### src/rtl/regs_wb_arbiter.sv
// Write-back arbiter and busy-bit scoreboard for the 8x16 register bank.
// ALU and MEM producers share the single bank write port, round-robin on ties.
// Optional macro: REGS_BYPASS_EN (adds forwarding outputs, removes in-flight stall term).
module regs_wb_arbiter #(
  parameter int unsigned DATA_W = 16,
  parameter int unsigned ADDR_W = 3,
  parameter int unsigned NREGS  = 8
) (
  input  logic              clock,
  input  logic              reset,
  input  logic              alu_valid,
  output logic              alu_ready,
  input  logic [ADDR_W-1:0] alu_reg,
  input  logic [DATA_W-1:0] alu_data,
  input  logic              mem_valid,
  output logic              mem_ready,
  input  logic [ADDR_W-1:0] mem_reg,
  input  logic [DATA_W-1:0] mem_data,
  input  logic              issue_valid,
  input  logic [ADDR_W-1:0] issue_reg,
  output logic              issue_ok,
  input  logic [ADDR_W-1:0] rd_reg1,
  input  logic [ADDR_W-1:0] rd_reg2,
  output logic              rd_stall,
`ifdef REGS_BYPASS_EN
  output logic              fwd1_hit,
  output logic              fwd2_hit,
  output logic [DATA_W-1:0] fwd_data,
`endif
  output logic [NREGS-1:0]  busy_mask,
  output logic              regWrite,
  output logic [ADDR_W-1:0] reg3,
  output logic [DATA_W-1:0] dataToWrite
);

  typedef enum logic {RR_ALU = 1'b0, RR_MEM = 1'b1} rr_e;

  rr_e               r_rr_ptr;
  rr_e               w_rr_next;
  logic              w_tie;
  logic              w_xfer;
  logic [ADDR_W-1:0] w_win_reg;
  logic [DATA_W-1:0] w_win_data;
  logic [NREGS-1:0]  r_busy;
  logic [NREGS-1:0]  w_set;
  logic [NREGS-1:0]  w_clr;
  logic              r_we;
  logic [ADDR_W-1:0] r_reg3;
  logic [DATA_W-1:0] r_data;
  logic              w_inflight;

  // Grant: a lone requester wins; on a tie the round-robin pointer decides.
  assign w_tie     = alu_valid && mem_valid;
  assign alu_ready = !reset && alu_valid && (!mem_valid || (r_rr_ptr == RR_ALU));
  assign mem_ready = !reset && mem_valid && (!alu_valid || (r_rr_ptr == RR_MEM));
  assign w_xfer    = alu_ready || mem_ready;

  // Winner payload mux.
  always_comb begin
    w_win_reg  = mem_reg;
    w_win_data = mem_data;
    if (alu_ready) begin
      w_win_reg  = alu_reg;
      w_win_data = alu_data;
    end
  end

  // Round-robin pointer state register.
  always_ff @(posedge clock) begin
    if (reset) r_rr_ptr <= RR_ALU;
    else       r_rr_ptr <= w_rr_next;
  end

  // Round-robin next state: flips only when both producers compete.
  always_comb begin
    w_rr_next = r_rr_ptr;
    if (w_tie) w_rr_next = (r_rr_ptr == RR_ALU) ? RR_MEM : RR_ALU;
  end

  // Scoreboard set/clear masks; set is applied after clear so it wins.
  always_comb begin
    w_set = '0;
    w_clr = '0;
    if (issue_valid && issue_ok) w_set[issue_reg] = 1'b1;
    if (w_xfer)                  w_clr[w_win_reg] = 1'b1;
  end

  // Busy-bit register.
  always_ff @(posedge clock) begin
    if (reset) r_busy <= '0;
    else       r_busy <= (r_busy & ~w_clr) | w_set;
  end

  // Bank write port register; address/data hold when idle.
  always_ff @(posedge clock) begin
    if (reset) begin
      r_we   <= 1'b0;
      r_reg3 <= '0;
      r_data <= '0;
    end else begin
      r_we <= w_xfer;
      if (w_xfer) begin
        r_reg3 <= w_win_reg;
        r_data <= w_win_data;
      end
    end
  end

  assign issue_ok    = !r_busy[issue_reg];
  assign busy_mask   = r_busy;
  assign regWrite    = r_we;
  assign reg3        = r_reg3;
  assign dataToWrite = r_data;

`ifdef REGS_BYPASS_EN
  assign fwd1_hit   = r_we && (r_reg3 == rd_reg1);
  assign fwd2_hit   = r_we && (r_reg3 == rd_reg2);
  assign fwd_data   = r_data;
  assign w_inflight = 1'b0;
`else
  assign w_inflight = r_we && ((r_reg3 == rd_reg1) || (r_reg3 == rd_reg2));
`endif

  assign rd_stall = r_busy[rd_reg1] || r_busy[rd_reg2] || w_inflight;

endmodule
### config.mk
export PLATFORM = sky130hd
export DESIGN_NAME = regs_wb_arbiter
export DESIGN_NICKNAME = d
export VERILOG_FILES = /design/src/rtl/regs_wb_arbiter.sv
export SDC_FILE = /design/constraint.sdc
export NUM_CORES = 1
export LEC_CHECK = 0
export ABC_AREA = 0
export CORE_MARGIN = 2
export CORE_UTILIZATION = 43
export DETAILED_ROUTE_END_ITERATION = 7
export GPL_ROUTABILITY_DRIVEN = 0
export GPL_TIMING_DRIVEN = 0
export HOLD_SLACK_MARGIN = 0.08
export PLACE_DENSITY = 0.88
export SETUP_SLACK_MARGIN = 0.1
export SLEW_MARGIN = 20
export SYNTH_ARGS = -nofsm -noshare
export SYNTH_HDL_FRONTEND = slang
export SYNTH_SLANG_ARGS = --single-unit
### constraint.sdc
create_clock -name clock -period 4.7 [get_ports clock]
set_clock_uncertainty 0.15 [all_clocks]
set_input_delay 1.41 -clock clock [delete_from_list [all_inputs] [get_ports clock]]
set_output_delay 1.41 -clock clock [all_outputs]
set_load 0.005 [all_outputs]
**Word level (Yosys, flattened, before mapping)**

Cells that the tools add are included.

- Equal/unequal tests: 2
- Bitwise gates (word level): 4
- Multiplexer cells: 15
- Shifts and indexed selects: 0
- Magnitude comparators: 6
- $add $sub $neg: 0
- Div/mod/pow operators: 0
- Multipliers: 0
- Reductions and logical operators: 19

Operators with widths:

| operator | number |
|---|---|
| $lt A3 B4 Y1 const B | 4 |
| $mux W16 | 1 |
| $mux W8 | 2 |
| $bmux W1 S3 | 3 |
| $logic_and A1 B1 Y1 | 9 |
| $and A8 B8 Y8 | 1 |
| $not A8 Y8 | 1 |
| $or A8 B8 Y8 | 1 |
| $demux W1 S3 | 2 |
| $eq A3 B3 Y1 | 2 |
| $ge A3 B1 Y1 const B | 2 |
| $logic_or A1 B1 Y1 | 6 |
| $mux W1 | 6 |
| $logic_not A1 Y1 | 4 |
| $mux W3 | 1 |
| $not A1 Y1 | 1 |

- Bits of input ports: 52
- Bits in read-only memories: 0
- Output and inout port bits: 32
- Bits in latches: 0
- Bits in registers: 29
- Memories kept: 0
- RAM bits: 0

**Logic depth before layout (Yosys ltp)**

- Depth in word-level cells: 12
- Gate-level depth with buffers: 6

**Worst setup path after synthesis**

Ideal clock, no wire load.

- Path type: in2out
- Start: input port issue_reg[2]
- End: output port issue_ok
- Arrival time: 2.454 ns
- Path slack: 0.686 ns
- Stages: 5
- Buffers on the path: 1
- Cell sequence: clkbuf_1 mux2_2 a221oi_1 a21oi_1 a21oi_1

- Longest elaborated chain between the ends: 3

Ends and longest elaborated chain:

| item | RTL line | RTL |
|---|---|---|
| start, declared | 20 | `input logic [ADDR_W-1:0] issue_reg,` |
| $bmux W1 S3 | 109 | `assign issue_ok = !r_busy[issue_reg];` |
| $mux W1 (implied by the code) | 109 |  |
| $logic_not A1 Y1 | 109 |  |
| end, declared | 21 | `output logic issue_ok,` |

No other way between the ends. The select of a mux whose other input is x is not followed.

**Final worst setup path**

- Start: input port rd_reg2[1]
- End: output port rd_stall

- Longest elaborated chain between the ends: 4

Ends and longest elaborated chain:

| item | RTL line | RTL |
|---|---|---|
| start, declared | 23 | `input logic [ADDR_W-1:0] rd_reg2,` |
| $bmux W1 S3 or $eq A3 B3 Y1 (tied branches) | 124, 121 |  |
| $mux W1 (implied by the code) or $logic_or A1 B1 Y1 (tied branches) | 124, 121 |  |
| $logic_or A1 B1 Y1 or $logic_and A1 B1 Y1 (tied branches) | 124, 121 |  |
| $logic_or A1 B1 Y1 (*) | 124 | `assign rd_stall = r_busy[rd_reg1] \|\| r_busy[rd_reg2] \|\| w_inflight;` |
| end, declared | 24 | `output logic rd_stall,` |

Mark *: on every way between the ends. The rest lies on a longest branch, timed or not. The select of a mux whose other input is x is not followed.

==> impl_metrics.yaml <==
timing:
  hold_viol_final: 0
  setup_viol: 0
  finalCritPeriodShare: 0.962
  max_freq_mhz: 221
  min_period_ns: 4.52
  max_slew_margin: 0.670
  report.final.slew_viol_count: 0
  worstMarginPinSlew_ns: 0.491
  setup_tns_ns: 0
  rsz0062_at_grt: "false"
  layout_setup_ws_ns: 0.179
cts:
  cts.sinks: 29
  clockBufferDepth: 2
  h-tree-depth: 2
  clk_latency_ns: 0.28
  cts_root_buf: "clkbuf_8"
  cts_tree: "done"
  cts_buffers: 5
  path_clk_slew_ns: 0.06
  hold_buffers: 0
pwr:
  p_switching_uw: 173
  finalPower_uw: 711
  peakVddDrop_v: 0.000250
  p_clk_frac: 0.371
  p_int_uw: 538
  p_leak_nw: 1.00
  comb_power_share: 0.240
  p_sw_frac: 0.244
  seq_power_share: 0.389
  pwr_density_cell_nw_per_um2: 266
drt:
  via_per_inst: 5.57
  dr_total_vias: 1783
  dr.pass1.iters: 4
  wl_per_cell_um: 14.8
  drt_drc_violations_left: 0
  ant_nets: 0
  drt_iter0_drc: 90
  wl_mm: 4.74
grt:
  grt_util_all_layers: 0.228
  antenna_found_initial: 0
  grt_overflow: 0
  grt_pass1_vias: 1679
  grt_pass1_wl_mm: 7.76
  grt_max_degree: 11
floorplanning:
  die_h_um: 66.3
  io_pins: 84
  initial_core_util: 0.452
  die_w_um: 66.3
  coreArea_um2: 3690
  row_count: 22
  die_area_um2: 4390
status:
  status: "completed"
synthesis:
  synth_cell_types: 46
  synth_fa_ha_area_frac: 0
  netlist_instances: 183
  synth_top_family_by_area: "compound AO/OA/AOI/OAI gates"
  synth-simple-area-share: 0.182
  ys_seq_area_frac: 0.348
  synth_compound_area_frac: 0.221
  synthXorXnorAreaFrac: 0.0263
  ys_seq_elements: 29
  muxShareOfSynthArea: 0.181
  syn-cell-area_um2: 1670
  synth_edf_count: 0
  async_flop_share: 0
  synthFlopType: "dfxtp_1"
  syn_avg_cell_area_um2: 9.11
  syn_nets: 235
  ys_warn_count: 0
placement:
  postPlaceCellArea_um2: 2540
  place_ws_ns: -0.371
  port_buffers: 81
  dpl.hpwl_mm: 3.62
layout:
  register_area_um2: 581
  finalNetCount: 323
  synthToLayoutAreaGrowth_pct: 60.0
  final_area_um2: 2670
  final_common_cell: "clkdlybuf4s50_1"
  diodes: 0
  utilization: 0.724
  layout_common_cells: "72 x clkdlybuf4s50_1, 29 x dfxtp_1, 26 x nor2_1, 17 x mux2i_1, 16 x a211oi_1"
  fill_cells: 302
  drive_gt1_frac: 0.0956
  multiInputGateArea_um2: 1030
critical_path:
  crit_start: "rd_reg2[1]"
  critPathLaunchType: "input pin"
  cp.required_ns: 3.14
  rr_worst_depth: 4
  cp-end-kind: "primary output"
  worstPathArrival_ns: 2.96
  reg2reg_to: "busy_mask[4]"
  critPathKind: "in -> out"
  r2r_slack_ns: 3.11
  r2r_start: "r_rr_ptr"
  worst-path-max-fanout: 4
  endpoint: "rd_stall"
flow_run:
  maxCapViolCount: 0
hold_path:
  hold_path_class: "reg -> reg"
  worstHoldStart: "dataToWrite[11]"
-- timing repair --
action | CTS | global route
hold endpoints to repair | 0 | 0
buffers inserted | 0 | 0
gates resized for setup | 14 | 5
endpoints found under the setup margin | 4 | 4
-- through the flow --
stage / instances / hold WS, ns
final: 320 / 0.349
after global routing: 320 / 0.362
after CTS: 320 / 0.348
after detailed placement: 312 / 0.341
after global placement: 312 / 0.335
after floorplan: 183 / 0.330
-- synthesized netlist by cell type, types with 4 or more instances --
| library cell | count | area [µm²] |
|---|---|---|
| dfxtp_1 | 29 | 581 |
| xnor2_1 | 4 | 35.0 |
| o21ai_0 | 6 | 30.0 |
| nor2_1 | 26 | 97.6 |
| a311oi_1 | 5 | 43.8 |
| mux2i_1 | 17 | 170 |
| clkbuf_1 | 7 | 26.3 |
| a21oi_1 | 6 | 30.0 |
| nand2_1 | 8 | 30.0 |
| a211oi_1 | 16 | 120 |
-- state kept, by name, indices dropped and copies added (netlist names) --
register and cells:
dataToWrite 16, busy_mask 8, regWrite 1, r_rr_ptr 1, reg3 3
-- power groups by stage --
stage          clock (mW)  sequential [mW]  combinational (mW)
6_report            0.264            0.277               0.171
5_1_grt             0.276            0.279               0.186
4_1_cts             0.267            0.276               0.171
3_5_place_dp            0            0.281               0.171
3_3_place_gp            0            0.281               0.167
2_1_floorplan           0            0.281              0.0709
-- worst min path at each step --
stage                 endpoint  slack (ns)  cells after the start
5_1_grt        dataToWrite[11]        0.36                      2
4_1_cts        dataToWrite[11]        0.35                      2
2_1_floorplan     busy_mask[0]        0.33                      1
3_5_place_dp   dataToWrite[11]        0.34                      2
3_3_place_gp   dataToWrite[15]        0.34                      2
6_report       dataToWrite[11]        0.35                      2
-- critical path: stages --
cell	delay, ns
clkdlybuf4s15_2	0.22
mux4_1	0.55
mux2_2	0.28
a211oi_2	0.14
nand3_1	0.09
dlygate4sd2_1	0.27
-- cell type report --
type	count	area share
Timing Repair Buffer	81	0.302
Clock inverter	1	0.0113
Sequential cell	29	0.218
Inverter	2	0.00281
Clock buffer	7	0.0323
Multi-Input combinational cell	140	0.386
Buffer	12	0.0258
Tap cell	48	0.0225
-- kinds of logic after synthesis --
logic type             after synthesis
flip-flops                          29
multiplexers                        24
AND/OR/NAND/NOR                     60
XOR/XNOR                             5
AO/OA/AOI/OAI                       51
buffers and inverters               14
-- per-layer routing --
layer / global-route usage / share of wire
met2: 0.398 / 0.49
met5: 0 / 0
met3: 0.0801 / 0.097
met1: 0.266 / 0.40
met4: 0.0536 / 0.0089
Note: power is estimated with default switching activity, not from simulation.
